[src/rtl/song_ctrl_pkg.sv]
// song_ctrl_pkg: shared session state encoding and default song timing constants
package song_ctrl_pkg;
  typedef enum logic [2:0] {S_IDLE, S_COUNTDOWN, S_PLAY, S_PAUSE, S_END_HOLD} state_e;
  localparam int SONG_LEN_DEF = 5669;
  localparam int FPS_DEF = 60;
endpackage

[src/rtl/frame_tick_sync.sv]
// frame_tick_sync: brings the asynchronous vsync level into clk and emits one registered pulse per rising edge
module frame_tick_sync (
  input  logic clk,
  input  logic rst,
  input  logic new_frame_i,
  output logic frame_tick_o
);
  logic s1_q, s2_q, s3_q;
  always_ff @(posedge clk or posedge rst) begin
    if (rst) begin
      s1_q <= 1'b0;
      s2_q <= 1'b0;
      s3_q <= 1'b0;
      frame_tick_o <= 1'b0;
    end else begin
      s1_q <= new_frame_i;
      s2_q <= s1_q;
      s3_q <= s2_q;
      frame_tick_o <= s2_q & ~s3_q;
    end
  end
endmodule

[src/rtl/song_session_ctrl.sv]
// song_session_ctrl: song session sequencer owning the song timebase, countdown and audio gating
module song_session_ctrl
  import song_ctrl_pkg::*;
#(
  parameter int TIME_W = 16,
  parameter int SONG_LEN = SONG_LEN_DEF,
  parameter int FPS = FPS_DEF,
  parameter int COUNTDOWN_SEC = 3,
  parameter int END_HOLD_FRAMES = 120
) (
  input  logic              clk,
  input  logic              reset,
  input  logic              new_frame,
  input  logic              start_key,
  input  logic              pause_key,
  input  logic              abort_key,
  output logic              frame_tick,
  output logic [TIME_W-1:0] song_time,
  output logic [1:0]        countdown_sec,
  output logic              audio_run,
  output logic              song_done,
  output logic [2:0]        state_o
);
  localparam int SUB_W = $clog2(FPS + 1);
  localparam int HOLD_W = $clog2(END_HOLD_FRAMES + 1);
  localparam logic [SUB_W-1:0] SUB_LAST = SUB_W'(FPS - 1);
  localparam logic [HOLD_W-1:0] HOLD_LAST = HOLD_W'(END_HOLD_FRAMES - 1);
  localparam logic [TIME_W-1:0] LEN = TIME_W'(SONG_LEN);
  localparam logic [1:0] CSEC = 2'(COUNTDOWN_SEC);
  state_e state_q, state_d;
  logic [TIME_W-1:0] time_q, time_d;
  logic [1:0] csec_q, csec_d;
  logic [SUB_W-1:0] sub_q, sub_d;
  logic [HOLD_W-1:0] hold_q, hold_d;
  logic done_q, done_d;
  logic start_q, pause_q, abort_q;
  logic abort_e, pause_e, start_e, load_cd;
  frame_tick_sync u_sync (
    .clk(clk),
    .rst(reset),
    .new_frame_i(new_frame),
    .frame_tick_o(frame_tick)
  );
  assign abort_e = abort_key & ~abort_q;
  assign pause_e = pause_key & ~pause_q & ~abort_e;
  assign start_e = start_key & ~start_q & ~abort_e & ~pause_e;
  assign load_cd = ((state_q == S_IDLE || state_q == S_END_HOLD) && start_e) ||
                   (state_q == S_PAUSE && (pause_e || start_e));
  always_comb begin
    state_d = state_q;
    time_d = time_q;
    csec_d = csec_q;
    sub_d = sub_q;
    hold_d = hold_q;
    done_d = 1'b0;
    case (state_q)
      S_COUNTDOWN: if (frame_tick) begin
        sub_d = (sub_q == SUB_LAST) ? '0 : sub_q + 1'b1;
        csec_d = (sub_q == SUB_LAST) ? csec_q - 1'b1 : csec_q;
        state_d = (sub_q == SUB_LAST && csec_q == 2'd1) ? S_PLAY : S_COUNTDOWN;
      end
      S_PLAY: if (frame_tick && time_q == LEN) begin
        state_d = S_END_HOLD;
        done_d = 1'b1;
        hold_d = '0;
      end else begin
        time_d = frame_tick ? time_q + 1'b1 : time_q;
        state_d = pause_e ? S_PAUSE : S_PLAY;
      end
      S_END_HOLD: if (frame_tick) begin
        hold_d = hold_q + 1'b1;
        state_d = (hold_q == HOLD_LAST) ? S_IDLE : S_END_HOLD;
        time_d = (hold_q == HOLD_LAST) ? '0 : time_q;
      end
      default: ;
    endcase
    // a resume from Pause keeps its place in the song; every other countdown starts from zero
    if (load_cd) begin
      state_d = S_COUNTDOWN;
      csec_d = CSEC;
      sub_d = '0;
      time_d = (state_q == S_PAUSE) ? time_q : '0;
    end
    if (abort_e && state_q != S_IDLE) begin
      state_d = S_IDLE;
      time_d = '0;
      csec_d = '0;
    end
  end
  always_ff @(posedge clk or posedge reset) begin
    if (reset) begin
      state_q <= S_IDLE;
      time_q <= '0;
      csec_q <= '0;
      sub_q <= '0;
      hold_q <= '0;
      done_q <= 1'b0;
      start_q <= 1'b0;
      pause_q <= 1'b0;
      abort_q <= 1'b0;
    end else begin
      state_q <= state_d;
      time_q <= time_d;
      csec_q <= csec_d;
      sub_q <= sub_d;
      hold_q <= hold_d;
      done_q <= done_d;
      start_q <= start_key;
      pause_q <= pause_key;
      abort_q <= abort_key;
    end
  end
  assign song_time = time_q;
  assign countdown_sec = csec_q;
  assign audio_run = (state_q == S_PLAY);
  assign song_done = done_q;
  assign state_o = state_q;
endmodule

[config.mk]
export PLATFORM = sky130hd
export DESIGN_NAME = song_session_ctrl
export DESIGN_NICKNAME = d
export VERILOG_FILES = /design/src/rtl/song_ctrl_pkg.sv /design/src/rtl/frame_tick_sync.sv /design/src/rtl/song_session_ctrl.sv
export SDC_FILE = /design/constraint.sdc
export NUM_CORES = 1
export LEC_CHECK = 0
export BUFFER_PORTS_ARGS = -buffer_cell sky130_fd_sc_hd__buf_4
export CAP_MARGIN = 20
export CORE_MARGIN = 10
export CORE_UTILIZATION = 39
export DETAILED_ROUTE_END_ITERATION = 10
export SYNTH_ARGS = -nofsm -noshare
export SYNTH_HDL_FRONTEND = slang
export SYNTH_HIERARCHICAL = 1
export SYNTH_SLANG_ARGS = --single-unit
export TNS_END_PERCENT = 20
[constraint.sdc]
create_clock -name clk -period 3 [get_ports clk]
set_clock_uncertainty 0.05 [all_clocks]
set_input_delay 0.6 -clock clk [delete_from_list [all_inputs] [get_ports clk]]
set_output_delay 0.6 -clock clk [all_outputs]
set_load 0.005 [all_outputs]
==> summary.md <==
| Metric | Value |
|---|---|
| Run status | completed |
| Prevailing post-synth register cell | dfrtp_1 |
| Distinct cells, synth | 56 |
| Global-route met3 utilization | under 10% |
| First-pass GRT wire length | ~10000 µm |
| Die width | between 90 and 100 µm |
| First-iteration detailed-routing DRC count | between 100 and 150 |
| Post-synthesis async set-or-reset flop share | 100% |
| Post-CTS Setup Repair Bufs | 0 |
| Diodes inserted | 0 |
| Final TNS setup | 0 ns |
| TritonCTS clock tree | built |
| Clock buffer depth | 2 |
| Number of instances in the synthesized netlist | 256 |
| Antenna violations before repair | 0 |
| Gp weighted congestion | between 0.8 and 0.9 |
| Part of the Yosys area used for sequential elements | around 43% |
| Net count after synthesis | between 200 and 300 |
| Total global routing overflow | 0 |
| Post-route DRC | 0 |
| Max stage delay on crit path | around 0.6 ns |
| Filler Cell Count | around 580 |
| Maxcap violations | 0 |
| Number of optimization iterations in the first detailed-route pass | 4 |
| Type of destination of the critical path | register |
| Shortest period the worst path allows | roughly 2.6 ns |
| Pins over their slew limit | 0 |
| Final setup violation count | 0 |
| Post-synthesis sequential element count | between 40 and 50 |
| Row count | 28 |
| Die footprint | between 9000 and 10000 µm² |
| Final nets | 300 |
| Global routing usage summed across all routing layers | 12.2% |
| Count of nets left with antenna violations after detail routing | 0 |
| Met2 layer usage reported by global route | between 10% and 20% |
| Pin count of the biggest net entering global routing | 39 |
| Leakage component of the power | 1.24 nW |
| Slew Limit Headroom | between 50% and 60% |
| Vertical die dimension | 98.8 µm |
| Clock root buffer master | clkbuf_8 |
| Type of the worst setup path | reg -> reg |
| Slowest stage cell on the critical path | dfrtp_1 |
| Number of global-route vias before repair | approximately 2000 |
| Cell family contributing the most delay on the critical path | compound AO/OA/AOI/OAI gates |
| Clock transition at the register clock pins on the worst setup and hold paths after CTS | approximately 0.080 ns |
| Post-synthesis instance area | between 2000 and 2500 µm² |
| Io pins | 30 |
| Worst hold path class | in -> async |
| Htree depth | 2 |
| Routed length per placed instance | ~16 µm |
| Data arrival at the endpoint of the critical path | ~2.7 ns |
| # port buffers | 29 |
| Area grow syn2layout | 17.1% |
| Met1 track utilization from global routing | around 16% |
| Areal power density over the cells | 599 nW/µm² |
| Detail-routed via count per cell | between 5 and 6 |
| Layout cell share with drive strength beyond 1 | approximately 19% |
| Worst IR Drop VDD | slightly below 0.3 mV |
| Starting density of the core | between 40% and 50% |
| Area of the core region | around 6000 µm² |
| Setup repair after global routing missed its margin | false |
| TritonCTS Buffers | 5 |
| Clock latency on the worst-skew pair | approximately 0.30 ns |
| Post-DP HPWL | around 4200 µm |
| Levels on crit path | 6 |
| Post-layout utilization of the core | a little under half |
| Register-to-Register Path Depth | 6 |
| Yosys warnings | 6 |
| Gr busiest metal | met2 |
| Cell breakdown of the critical path | nand2b_1 -> a211o_1 -> a21oi_1 -> nor3_1 -> a211o_1 -> mux2_1 |
| Number of hold violations in the final report | 0 |
| Mean instance size in the synthesized netlist | 9.45 µm² |
| Crit path launch type | register |
| Worst Max-Slew Pin Slew | 0.646 ns |
| Hold-fix buffer count after cts | 0 |
| Crit path required time | approximately 3.1 ns |
| Post-cts gate resize count | 0 |
| TritonCTS Sinks | 42 |
| Commonest cells after routing, fill and taps aside | dfrtp_1, buf_4, nor2_1 |
| Count of flip-flops with a built-in enable after synthesis | 0 |
| Most common library cell in the layout ignoring fill and taps | dfrtp_1 |
| Number of buffer and inverter stages on the critical path | 0 |
| Share of the clock period used by the worst path | between 80% and 90% |
| Most frequent CP cell | a211o_1 |
| Highest fanout seen on the critical path | 14 |
| Routed WL | approximately 6000 µm |
| Via total after detailed routing | ~2000 |
| Achievable clock frequency | 382 MHz |
==> report_power, final <==
part	leakage, nW	internal, W	switching (W)
registers	0.553	0.000655	0.000120
logic	0.633	0.000217	0.000247
clock network	0.0573	0.000266	0.000192
==> kinds of logic after synthesis <==
| kind of cell | count (synthesis) | share of synthesized area, % |
|---|---|---|
| fa+ha+maj | 5 | 2.59 |
| flops | 42 | 43.4 |
| compound gates | 64 | 18.9 |
| xor+xnor | 5 | 1.81 |
| buf+inv | 23 | 4.91 |
| simple gates | 112 | 26.1 |
| mux | 5 | 2.27 |
==> per-layer routing <==
metal	vias up	wire length (µm)
li1	1021	-
met1	968	2900
met2	44	2730
met3	10	219
met4	0	96
met5	-	0
==> cell type report <==
cell class | instances | area [µm²] | share of cell area (%)
Clock buffer | 6 | 82.6 | 2.91
Clock inverter | 1 | 30.0 | 1.06
Inverter | 11 | 41.3 | 1.46
Multi-Input combinational cell | 191 | 1250 | 44.1
Sequential cell | 42 | 1050 | 37.1
Tap cell | 75 | 93.8 | 3.31
Timing Repair Buffer | 38 | 285 | 10.1
==> flip-flops by register name (all words and copies together) (netlist names), 2 cells and up <==
| signal | cells |
|---|---|
| countdown_sec | 2 |
| song_time | 16 |
| hold_q | 7 |
| state_o | 3 |
| sub_q | 6 |
==> stage by stage <==
step	setup WS (ns)	cell area, µm²	hold WS (ns)	instances	power, W
after floorplan	0.752	2420	0.281	256	0.00108
after global placement	0.503	2720	0.282	357	0.00124
after CTS	0.410	2830	0.135	364	0.00171
after detailed placement	0.416	2720	0.286	357	0.00125
final	0.383	2830	0.144	364	0.00170
after global routing	0.197	2830	0.139	364	0.00181
==> Yosys cell counts, types with 4 or more instances <==
cell type,number,area (µm²)
o21ai_0,7,35.0
nand4_1,9,56.3
nor2_1,23,86.3
nor3_1,15,75.1
o31ai_1,14,105
a211oi_1,7,52.6
inv_1,10,37.5
ha_1,5,62.6
and3_1,7,43.8
nand2b_1,9,56.3
buf_6,4,45.0
a21oi_1,8,40.0
nand2_1,13,48.8
clkbuf_1,6,22.5
nand3_1,6,30.0
o21ai_1,6,30.0
or3_1,8,50.1
dfrtp_1,42,1050
==> worst paths after layout <==
check / startpoint / end / slack (ns)
min in group clk: u_sync/s1_q / u_sync/s2_q / 0.30
min reg2reg: u_sync/s1_q / u_sync/s2_q / 0.30
max reg2reg: state_o[1] / state_o[2] / 0.38
max in group asynchronous: reset / state_o[2] / 2.17
max: state_o[1] / state_o[2] / 0.38
min: reset / u_sync/s1_q / 0.14
Power figures use the tool's default switching activity.
